### src/rtl/mux_scan_ctrl_pkg.sv
// Shared definitions for the 4:1 mux select sequencer.
// Latency: n/a (types and constants only).
// Backpressure: n/a.
package mux_scan_ctrl_pkg;

   // Number of mux inputs being scanned and the select width they need.
   localparam int NUM_CH = 4;
   localparam int CH_W   = 2;

   // Scan FSM encodings.
   typedef enum logic [1:0] {
      ST_IDLE   = 2'd0,
      ST_SETTLE = 2'd1,
      ST_SAMPLE = 2'd2
   } state_e;

endpackage

### src/rtl/mux_scan_ctrl_next_ch.sv
// Picks the next enabled channel strictly above cur_ch, wrapping 3->0.
// Latency: combinational.
// Backpressure: none. A mask with only cur_ch set returns cur_ch; an empty mask returns cur_ch.
module mux_scan_next_ch
   import mux_scan_ctrl_pkg::*;
(
   input  logic [NUM_CH-1:0] mask,
   input  logic [CH_W-1:0]   cur_ch,
   output logic [CH_W-1:0]   nxt_ch
);

   logic [CH_W-1:0] cand;
   logic            found;

   // Ascending search starting one above cur_ch; cur_ch itself is the last candidate.
   always_comb begin
      nxt_ch = cur_ch;
      found  = 1'b0;
      cand   = cur_ch;
      for (int i = 1; i <= NUM_CH; i++) begin
         cand = cur_ch + CH_W'(i);
         if (!found && mask[cand]) begin
            nxt_ch = cand;
            found  = 1'b1;
         end
      end
   end

endmodule

### src/rtl/mux_scan_ctrl.sv
// Select sequencer for a 4:1 mux: settles each enabled input for max(dwell,1) cycles, then strobes a sample.
// Latency: start cycle 0 -> select cycle 1 -> sample_valid cycle D+1; per-channel period D+1.
// Backpressure: none; start ignored while busy, stop wins over start. Optional capture via MUX_SCAN_CAPTURE_EN.
module mux_scan_ctrl
   import mux_scan_ctrl_pkg::*;
#(
   parameter int DWELL_W = 4
) (
   input  logic               clk,
   input  logic               rst,
   input  logic               start,
   input  logic               stop,
   input  logic [3:0]         chan_mask,
   input  logic [DWELL_W-1:0] dwell,
`ifdef MUX_SCAN_CAPTURE_EN
   input  logic               op_in,
   output logic [3:0]         frame,
   output logic               frame_valid,
`endif
   output logic               s0,
   output logic               s1,
   output logic [1:0]         chan_idx,
   output logic               sample_valid,
   output logic               sweep_done,
   output logic               busy
);

   state_e             state_q, state_d;
   logic [CH_W-1:0]    chan_q, chan_d;
   logic [DWELL_W-1:0] cnt_q, cnt_d;
   logic [NUM_CH-1:0]  mask_q, mask_d;
   logic               sample_valid_q, sample_valid_d;
   logic               sweep_done_q, sweep_done_d;
   logic               busy_q, busy_d;

   logic [CH_W-1:0]    nxt_ch;
   logic [CH_W-1:0]    first_ch;
   logic               last_ch;
   logic [DWELL_W-1:0] dwell_ld;
   logic               start_go;

   // Next channel within the sweep, using the mask latched for this sweep.
   mux_scan_next_ch u_next_ch (
      .mask   (mask_q),
      .cur_ch (chan_q),
      .nxt_ch (nxt_ch)
   );

   // Lowest enabled channel of the live mask: search from 3 so the wrap lands on 0 first.
   mux_scan_next_ch u_first_ch (
      .mask   (chan_mask),
      .cur_ch (2'd3),
      .nxt_ch (first_ch)
   );

   // Current channel is the highest enabled one when the ascending search wraps (or finds only itself).
   assign last_ch  = (nxt_ch <= chan_q);
   // Counter counts down to zero, so load D-1 with dwell 0 treated as 1.
   assign dwell_ld = (dwell == '0) ? '0 : dwell - DWELL_W'(1);
   assign start_go = (state_q == ST_IDLE) && start && !stop && (chan_mask != '0);

   // Next-state and registered-output computation for the scan FSM.
   always_comb begin
      state_d        = state_q;
      chan_d         = chan_q;
      cnt_d          = cnt_q;
      mask_d         = mask_q;
      sample_valid_d = 1'b0;
      sweep_done_d   = 1'b0;
      case (state_q)
         ST_IDLE: begin
            if (start_go) begin
               state_d = ST_SETTLE;
               chan_d  = first_ch;
               mask_d  = chan_mask;
               cnt_d   = dwell_ld;
            end
         end
         ST_SETTLE: begin
            if (stop) begin
               state_d = ST_IDLE;
               chan_d  = '0;
            end else if (cnt_q == '0) begin
               state_d        = ST_SAMPLE;
               sample_valid_d = 1'b1;
               sweep_done_d   = last_ch;
            end else begin
               cnt_d = cnt_q - DWELL_W'(1);
            end
         end
         ST_SAMPLE: begin
            if (stop) begin
               state_d = ST_IDLE;
               chan_d  = '0;
            end else if (last_ch) begin
               // Sweep wrap: the only point where a new mask is accepted.
               mask_d = chan_mask;
               if (chan_mask == '0) begin
                  state_d = ST_IDLE;
                  chan_d  = '0;
               end else begin
                  state_d = ST_SETTLE;
                  chan_d  = first_ch;
                  cnt_d   = dwell_ld;
               end
            end else begin
               state_d = ST_SETTLE;
               chan_d  = nxt_ch;
               cnt_d   = dwell_ld;
            end
         end
         default: begin
            state_d = ST_IDLE;
            chan_d  = '0;
         end
      endcase
      busy_d = (state_d != ST_IDLE);
   end

   // Scan FSM state and its registered outputs.
   always_ff @(posedge clk or posedge rst) begin
      if (rst) begin
         state_q        <= ST_IDLE;
         chan_q         <= '0;
         cnt_q          <= '0;
         mask_q         <= '0;
         sample_valid_q <= 1'b0;
         sweep_done_q   <= 1'b0;
         busy_q         <= 1'b0;
      end else begin
         state_q        <= state_d;
         chan_q         <= chan_d;
         cnt_q          <= cnt_d;
         mask_q         <= mask_d;
         sample_valid_q <= sample_valid_d;
         sweep_done_q   <= sweep_done_d;
         busy_q         <= busy_d;
      end
   end

   assign s0           = chan_q[0];
   assign s1           = chan_q[1];
   assign chan_idx     = chan_q;
   assign sample_valid = sample_valid_q;
   assign sweep_done   = sweep_done_q;
   assign busy         = busy_q;

`ifdef MUX_SCAN_CAPTURE_EN
   logic [NUM_CH-1:0] frame_q, frame_d;
   logic              frame_valid_q, frame_valid_d;

   // Capture op_in into the current channel's bit on every sample; bits outside the sweep mask read 0.
   always_comb begin
      frame_d       = frame_q;
      frame_valid_d = sweep_done_q;
      if (start_go) begin
         frame_d = '0;
      end else if (sample_valid_q) begin
         frame_d[chan_q] = op_in;
         frame_d         = frame_d & mask_q;
      end
   end

   // Capture frame register; frame_valid follows sweep_done by one cycle so the last bit is in.
   always_ff @(posedge clk or posedge rst) begin
      if (rst) begin
         frame_q       <= '0;
         frame_valid_q <= 1'b0;
      end else begin
         frame_q       <= frame_d;
         frame_valid_q <= frame_valid_d;
      end
   end

   assign frame       = frame_q;
   assign frame_valid = frame_valid_q;
`endif

endmodule

### config.mk
export PLATFORM = sky130hd
export DESIGN_NAME = mux_scan_ctrl
export DESIGN_NICKNAME = d
export VERILOG_FILES = /design/src/rtl/mux_scan_ctrl_pkg.sv /design/src/rtl/mux_scan_ctrl_next_ch.sv /design/src/rtl/mux_scan_ctrl.sv
export SDC_FILE = /design/constraint.sdc
export NUM_CORES = 1
export LEC_CHECK = 0
export CORE_AREA = 4 4 49 51
export CTS_CLUSTER_SIZE = 14
export DETAILED_ROUTE_END_ITERATION = 8
export DIE_AREA = 0 0 53 55
export PLACE_DENSITY_LB_ADDON = 0.15
export SETUP_SLACK_MARGIN = 0.05
export SYNTH_ARGS = -nofsm -noshare
export SYNTH_HDL_FRONTEND = slang
export SYNTH_SLANG_ARGS = --single-unit
### constraint.sdc
create_clock -name clk -period 4.4 [get_ports clk]
set_input_delay 0.88 -clock clk [delete_from_list [all_inputs] [get_ports clk]]
set_output_delay 0.88 -clock clk [all_outputs]
set_load 0.02 [all_outputs]
* Word level (Yosys, flattened, before mapping)
Cells that the tools add are included.
Storage, ports and cells: word-level logic and storage cells 106, output and inout bits 7, input port bits 12, register bits after elaboration 15
Operators by class: $lt $le $gt $ge 5, mux-type cells 53, add/subtract/negate cells 5, reductions and logical operators 27, eq/ne operators 9
Operators with widths (count):
- 2-to-1 mux 4 bit | 10
- 2-to-1 mux 2 bit | 18
- 2-to-1 mux 1 bit | 17
- logical NOT 4 bit | 3
- less-than comparator 2 x 3 -> 1 bit (second input constant) | 4
- != test 2 bit (second input constant) | 6
- one-hot mux 2 bit (3 select lines) | 2
- one-hot mux 4 bit (3 select lines) | 1
- logical AND 1 bit | 9
- binary-select mux 1 bit (select 2 bit) | 4
- one-hot mux 4 bit (2 select lines) | 1
- subtractor 4 x 1 -> 4 bit (second input constant) | 2
- logical NOT 1 bit | 7
- AND reduction 6 bit | 1
- adder 2 bit (second input constant) | 2
- AND reduction 4 bit | 1
- nonzero test 2 bit | 2
- nonzero test 4 bit | 1
- != test 3 bit (second input constant) | 1
- nonzero test 3 bit | 1
- adder 2 x 1 -> 2 bit (second input constant) | 1
- equality test 2 x 1 -> 1 bit (second input constant) | 1
- equality test 2 bit (second input constant) | 1
- <= comparator 2 bit | 1
- other kinds (2) | 2

* Depth between registers and ports, before layout
Gate-level depths: netlist of run 1.
depth after elaboration 18, mapped depth 10, mapped depth without buffers 10

* Cells and area by module
Synthesis of run 1 repeated with hierarchy kept, for this count alone.
Second synthesis, totals: cell total of the unflattened synthesis 114, area, all modules 1014.7 um2
Modules (own cells, without submodules):
- mux_scan_ctrl | area each 864.6 um2, sequential area each 375.4 um2, cells an instance 94, times used 1
- mux_scan_next_ch | area each 75.1 um2, sequential area each 0.0 um2, cells an instance 10, times used 2

* Worst setup path before layout of run 1
OpenSTA, ideal clock, no wires.
path kind register to register, from register chan_q[0] (netlist: chan_idx[0]), to register cnt_q[1], clock period less this slack 2.330 ns, buffers on the path 0, stages on the path, launching flop included 10, data arrival time 2.205 ns, setup slack 2.070 ns, cell sequence dfrtp_1 o221ai_1 a21boi_1 inv_1 ha_1 nor2b_1 o21ai_2 a21oi_2 nor2_4 mux2_4
On the way: longest elaborated chain between the ends 17, elaborated cells on any way between the ends 30
Ends and longest elaborated chain:
- start: declaration | line mux_scan_ctrl.sv:29 | logic [CH_W-1:0] chan_q, chan_d;
- start signal: assignment | line mux_scan_ctrl.sv:132 | chan_q <= chan_d;
- adder 2 x 1 -> 2 bit | line mux_scan_ctrl_next_ch.sv:21 | cand = cur_ch + CH_W'(i);
- binary-select mux 1 bit (select 2 bit) | line mux_scan_ctrl_next_ch.sv:22 | if (!found && mask[cand]) begin
- 2-to-1 mux 1 bit (implied by the code) | line mux_scan_ctrl_next_ch.sv:22
- 2-to-1 mux 1 bit | line mux_scan_ctrl_next_ch.sv:22
- logical NOT 1 bit | line mux_scan_ctrl_next_ch.sv:22
- logical AND 1 bit | line mux_scan_ctrl_next_ch.sv:22
- 2-to-1 mux 1 bit | line mux_scan_ctrl_next_ch.sv:22
- logical NOT 1 bit | line mux_scan_ctrl_next_ch.sv:22
- logical AND 1 bit | line mux_scan_ctrl_next_ch.sv:22
- 2-to-1 mux 1 bit | line mux_scan_ctrl_next_ch.sv:22
- logical NOT 1 bit | line mux_scan_ctrl_next_ch.sv:22
- logical AND 1 bit | line mux_scan_ctrl_next_ch.sv:22
- 2-to-1 mux 2 bit | line mux_scan_ctrl_next_ch.sv:22
- <= comparator 2 bit (*) | line mux_scan_ctrl.sv:57 | assign last_ch = (nxt_ch <= chan_q);
- 2-to-1 mux 4 bit | line mux_scan_ctrl.sv:95 | end else if (last_ch) begin
- 2-to-1 mux 4 bit | line mux_scan_ctrl.sv:92 | if (stop) begin
- one-hot mux 4 bit (3 select lines) | line mux_scan_ctrl.sv:70 | case (state_q)
- end signal: assignment | line mux_scan_ctrl.sv:133 | cnt_q <= cnt_d;
- end: declaration | line mux_scan_ctrl.sv:30 | logic [DWELL_W-1:0] cnt_q, cnt_d;
Mark *: on every way between the ends. The rest lies on a longest branch, timed or not. The select of a mux whose other input is x is not followed. A chain may end at the register's enable or synchronous reset.

* Final worst setup path of run 1
Same ends and word-level chain as after synthesis.

==> flow_summary.yaml, run 1 <==
sta:
  worst_case_headroom_to_the_max_slew_limit_pct: 62.6
  tns_ps: 0
  setup_viol: 0
  worst_pin_slew_ps: 561
  max_freq_mhz: 404
  rsz0062_at_grt: "no"
  fin_skew_ps: 6.42
  layout_worst_path_cycle_share_pct: 56.2
  finalHoldViolCount: 0
  timing.final.max_slew_violations: 0
  finalCriticalPeriod_ps: 2470
route:
  drtIter0Drc: 27
  drt_pass_1_iters: 4
  dr_drc_count: 0
  avgViaCountPerCell: 5.66
  drt-total-wl_mm: 2.19
  total_via_count_after_detailed_routing: 849
  met2WireLength_um: 975
  wirelength_met1_mm: 1.05
  routed.top_layer: "met4"
  routed_wire_length_per_instance_um: 14.6
  antenna_violating_nets_post_route: 0
  total_length_of_routed_met3_wires_um: 138
global_routing:
  grt_start_max_net_pins: 16
  grt_first_pass_wirelength_mm: 3.86
  grt_overflow: 0
  antenna_found_initial: 0
  grt_util_all_layers_pct: 18.3
  via_count_of_the_first_global_routing_pass: 850
critical_path:
  rr_worst_depth: 9
  crit_fanout: 10
  worstSetupPathType: "reg2reg"
  start_kind: "register"
  critPathCaptureType: "register"
  critPathArrivalTime_ps: 2660
  worstPathRequired_ps: 4590
synthesis:
  share_of_the_synthesized_area_in_the_top_cell_type_pct: 37.3
  synth_seq_cells: 15
  synth.cell_area_um2: 1010
  proportion_of_register_bits_with_asynchronous_set_or_reset_after_synthesis_pct: 100
  ys.flop_type: "dfrtp_1"
  mappedNetlistNets: 118
  number_of_flops_mapped_to_enable_cells_by_yosys: 0
  synthesis.instances: 103
  post_synth.cell_area_avg_um2: 9.78
  ys_top_cells_by_area: "dfrtp_1 (37%), mux2_1 (4.5%), ha_1 (3.7%), inv_1 (3.4%), nor2_1 (3.4%)"
  synth_warnings: 0
  synth_sequential_area_ratio_pct: 37.3
  synth_top_area_cell: "dfrtp_1"
  post_synth_num_cell_types: 43
cells_and_area:
  final_cell_mix: "clkdlybuf4s50_1 (18), dfrtp_1 (15), inv_1 (9), nor2_1 (9), a21oi_1 (6)"
  finalInstanceArea_um2: 1240
  most_common_cell_after_layout_fill_and_taps_aside: "clkdlybuf4s50_1"
  layout.nets: 139
  final_layout_size_suffix_gt1_share_pct: 13.0
  postLayoutCoreUtil_pct: 63.7
  area_delta_synth_final_pct: 22.7
  num_antenna_cells: 0
  post_layout_nonfiller_instances: 150
  fill_cells: 167
cts:
  tritoncts_num_sinks: 15
  max-clock-path-buffers: 2
  cts_tree: "done"
  cts_repair_resize_count: 0
  post_cts_hold_buffer_count: 0
  cts_buffers: 3
  post_cts_setup_bufs: 0
  clk_transition_reported_paths_ps: 100
  cts_htree_levels: 1
  cts_root_buffer: "clkbuf_4"
  clock_insertion_delay_worst_skew_ps: 290
power_and_ir_drop:
  clock_power_share_pct: 13.0
  logic_gate_share_of_total_power_pct: 50.2
  power.density_cell_area_nw_per_um2: 519
  max-vdd-ir-drop_mv: 0.302
  power_switching_mw: 0.269
  total_power_mw: 0.641
  p_int_mw: 0.372
  cellLeakagePower_nw: 0.521
  power.sequential.fraction_pct: 36.8
  p_sw_share_pct: 41.9
die:
  die_area_um2: 2920
  die-width_um: 53
  start_util_pct: 51.9
  i_o_pin_count: 19
  floorplan.rows: 16
  die-height_um: 55
  core_um2: 1940
hold_path:
  hold_path_depth: 1
  timing.hold.worst.class: "reg2reg"
run_status:
  outcome: "completed"
place:
  place.gp.congestion: 0.834
  detailedPlacementHpwl_mm: 1.70
  dpl.cell_count: 146
  post_dp_cell_area_um2: 1210
  numPortBuffers: 18
job:
  timing.max_cap.violations: 0
sequential cells by signal, summed over array words and instances (netlist names):
signal        cells
mask_q            4
sweep_done        1
busy              1
cnt_q             4
state_q           2
sample_valid      1
chan_idx          2
power groups by stage:
stage	Combinational (mW)	Sequential, mW	Clock, mW
floorplan	0.237	0.232	0
detailed placement	0.323	0.236	0
finish	0.322	0.236	0.0835
global route	0.367	0.245	0.0941
CTS	0.324	0.234	0.0861
global placement	0.317	0.235	0
path summary, 6_finish.rpt:
check / start / end / slack [ps]
worst max register to register: chan_idx[0]$_DFFE_PP0P_ / cnt_q[1]$_DFFE_PP0P_ / 1930
worst min register to register: cnt_q[2]$_DFFE_PP0P_ / sample_valid$_DFF_PP0_ / 560
worst max-delay path: chan_idx[0]$_DFFE_PP0P_ / cnt_q[1]$_DFFE_PP0P_ / 1930
worst min-delay path: cnt_q[2]$_DFFE_PP0P_ / sample_valid$_DFF_PP0_ / 560
max in group asynchronous: rst / mask_q[2]$_DFFE_PP0P_ / 3100
min in group asynchronous: rst / busy$_DFF_PP0_ / 930
final cells by class:
type	count	area, um^2	share of cell area [%]
well taps	27	33.8	2.73
clock buffers	3	22.5	1.82
repair buffers	18	180	14.6
multi-input cells	76	579	46.9
inverters	10	37.5	3.04
clock inverters	1	7.51	0.607
flip-flops and latches	15	375	30.4
metal layers:
metal	up-vias	global-route usage, %
li1	421	-
met1	396	24.3
met2	27	29.8
met3	5	4.29
met4	0	5.11
met5	-	0
worst max-delay path, cell delays in order (launching register included):
cell      delay, ps
dfrtp_1         500
o221ai_1        220
a21boi_1        220
inv_1            60
ha_1            280
nor2b_1         140
o21ai_2         280
a21oi_2         150
nor2_4          210
mux2_4          310
per-stage QoR:
step	setup WS, ps	hold slack (ps)
final	1930	558
after global routing	1770	582
after CTS	1940	551
after detailed placement	1650	522
after global placement	1720	529
after floorplan	2070	473
synthesized netlist by cell type (2+ instances only):
master,number
a31oi_1,3
mux2_1,4
a21oi_1,6
nor3b_2,2
inv_1,9
o21ai_1,2
o21ai_0,4
or3_1,2
a2bb2oi_1,2
buf_4,2
nor2_1,9
nand2_1,4
mux2i_1,3
dfrtp_1,15
nor3_1,4
ha_1,3
nor2b_1,2
o22ai_1,2
cell families after synthesis:
family                   share of synthesized area [%]
AND/OR/NAND/NOR                                   23.1
multiplexers                                      10.1
flip-flops                                        37.3
buffers and inverters                             5.22
AO/OA/AOI/OAI                                     20.6
adder cells (fa/ha/maj)                           3.73
No activity file was read; power rests on OpenSTA's default activity.
==> run 2, diff against run 1 <==
CORE_AREA = 4 4 50 52   (was 4 4 49 51)
DIE_AREA = 0 0 54 56   (was 0 0 53 55)
clock period = 2.4 ns   (was 4.4 ns; I/O delays follow)
==> run 2 against run 1 <==
Against the previous run:
- sequential power is 79% higher
- core utilization is 0.68 points lower
- via count is 5.9% higher
- fmax is 8.7% higher
- largest cell class unchanged
- largest power group unchanged
==> flow_summary.yaml, run 2 (synthesized netlist as in run 1, its figures left out) <==
cells_and_area:
  layout.nets: 148
  num_antenna_cells: 0
  final_layout_size_suffix_gt1_share_pct: 22.0
  area_delta_synth_final_pct: 31.7
  post_layout_nonfiller_instances: 160
  final_cell_mix: "clkdlybuf4s50_1 (18), dfrtp_1 (13), inv_1 (9), nor2_1 (9), buf_4 (8)"
  most_common_cell_after_layout_fill_and_taps_aside: "clkdlybuf4s50_1"
  reg_top3: "cnt_q (4), mask_q (4)"
  finalInstanceArea_um2: 1330
sta:
  rsz0062_at_grt: "yes"
  timing.final.max_slew_violations: 0
  worst_pin_slew_ps: 576
  max_freq_mhz: 439
  worst_case_headroom_to_the_max_slew_limit_pct: 61.6
  finalCriticalPeriod_ps: 2280
  fin_skew_ps: 1.12
  finalHoldViolCount: 0
  layout_worst_path_cycle_share_pct: 94.9
  setup_viol: 0
  tns_ps: 0
critical_path:
  worstPathRequired_ps: 2610
  start_kind: "register"
  worst_setup_path_startpoint: "chan_idx[0]$_DFFE_PP0P_"
  critical_path.n_buffers_inverters: 2
  critPathCaptureType: "register"
  critPathMaxStageDelay_ps: 440
  timing.critical_path.cells: "o221ai_1, a21boi_2, inv_1, ha_1, nor2b_1, o21ai_2, buf_6, mux2_2, o21ai_1"
  critical_path.reg2reg.startpoint: "chan_idx[0]$_DFFE_PP0P_"
  crit_fanout: 4
  critPathArrivalTime_ps: 2480
  crit_slowest_cell: "dfrtp_2"
  worstSetupPathType: "reg2reg"
  critical-path-top-delay-family: "compound AO/OA/AOI/OAI gates"
route:
  drt-total-wl_mm: 2.36
  antenna_violating_nets_post_route: 0
  drtIter0Drc: 18
  drt_pass_1_iters: 4
  total_via_count_after_detailed_routing: 899
  routed_wire_length_per_instance_um: 14.7
  avgViaCountPerCell: 5.62
  dr_drc_count: 0
global_routing:
  grt_overflow: 0
  grt_util_all_layers_pct: 16.6
  antenna_found_initial: 0
  grt_first_pass_wirelength_mm: 3.75
  via_count_of_the_first_global_routing_pass: 801
  grt_start_max_net_pins: 16
place:
  dpl.cell_count: 149
  place.gp.congestion: 0.889
  post_dp_cell_area_um2: 1220
  detailedPlacementHpwl_mm: 1.78
  numPortBuffers: 18
die:
  die_area_um2: 3020
  i_o_pin_count: 19
  start_util_pct: 47.8
  die-height_um: 56
  floorplan.rows: 17
  core_um2: 2110
  die-width_um: 54
cts:
  tritoncts_num_sinks: 15
  clk_transition_reported_paths_ps: 90
  cts_buffers: 3
  clock_insertion_delay_worst_skew_ps: 280
  cts_tree: "done"
  cts_root_buffer: "clkbuf_4"
  max-clock-path-buffers: 2
  cts_htree_levels: 1
power_and_ir_drop:
  max-vdd-ir-drop_mv: 0.570
  power.density_cell_area_nw_per_um2: 993
  power.sequential.fraction_pct: 32.1
  cellLeakagePower_nw: 0.571
  p_int_mw: 0.785
  clock_power_share_pct: 10.9
  power_switching_mw: 0.531
  p_sw_share_pct: 40.4
  logic_gate_share_of_total_power_pct: 56.9
job:
  timing.max_cap.violations: 0
run_status:
  outcome: "completed"
hold_path:
  timing.hold.worst.class: "reg2reg"
  hold_path.startpoint: "cnt_q[2]$_DFFE_PP0P_"
==> run 2: repair_timing <==
action                                  in CTS  in global routing
gates resized for setup                      2                  4
cloned                                       0                  0
hold buffers                                 0                  0
pin swaps                                    1                  2
buffers inserted                             1                  6
endpoints found under the setup margin       7                  7
==> run 2: cell type report <==
class,instances,area [um^2]
inverter,10,37.5
timing repair buffer,27,251
clock buffer,3,22.5
multi-input combinational,76,597
fill,171,779
sequential,15,378
clock inverter,1,5.00
tap,28,35.0
==> run 2: path summary, 6_finish.rpt <==
kind	slack, ps	endpoint	cells past startpoint
max	120	chan_idx[1]$_DFFE_PP0P_	9
min	540	sample_valid$_DFF_PP0_	1
max reg2reg	120	chan_idx[1]$_DFFE_PP0P_	9
min reg2reg	540	sample_valid$_DFF_PP0_	1
max in group asynchronous	1440	chan_idx[0]$_DFFE_PP0P_	2
min in group asynchronous	550	sweep_done$_DFF_PP0_	2
==> run 2: through the flow <==
stage	power, mW	util, %	setup slack [ps]	hold WS [ps]
finish	1.32	63.0	124	542
detailed placement	1.04	58.1	-46.0	524
CTS	1.23	60.0	64.8	540
global placement	1.03	58.1	76.0	526
global route	1.42	63.0	4.06	564
floorplan	0.859	-	70.1	381
==> run 2: power groups by stage <==
stage	sequential, mW	combinational, mW	clock (mW)
2_1_floorplan	0.426	0.434	0
3_3_place_gp	0.426	0.600	0
3_5_place_dp	0.428	0.616	0
4_1_cts	0.425	0.659	0.149
5_1_grt	0.433	0.821	0.168
6_report	0.423	0.749	0.144
==> run 2: routing by layer <==
metal	up-vias	global-route usage [%]	part of all wire (%)
met5	-	0	0
met4	0	6.41	1.3
met3	4	2.41	4.1
met2	17	27.2	52
met1	433	21.4	43
li1	445	-	-
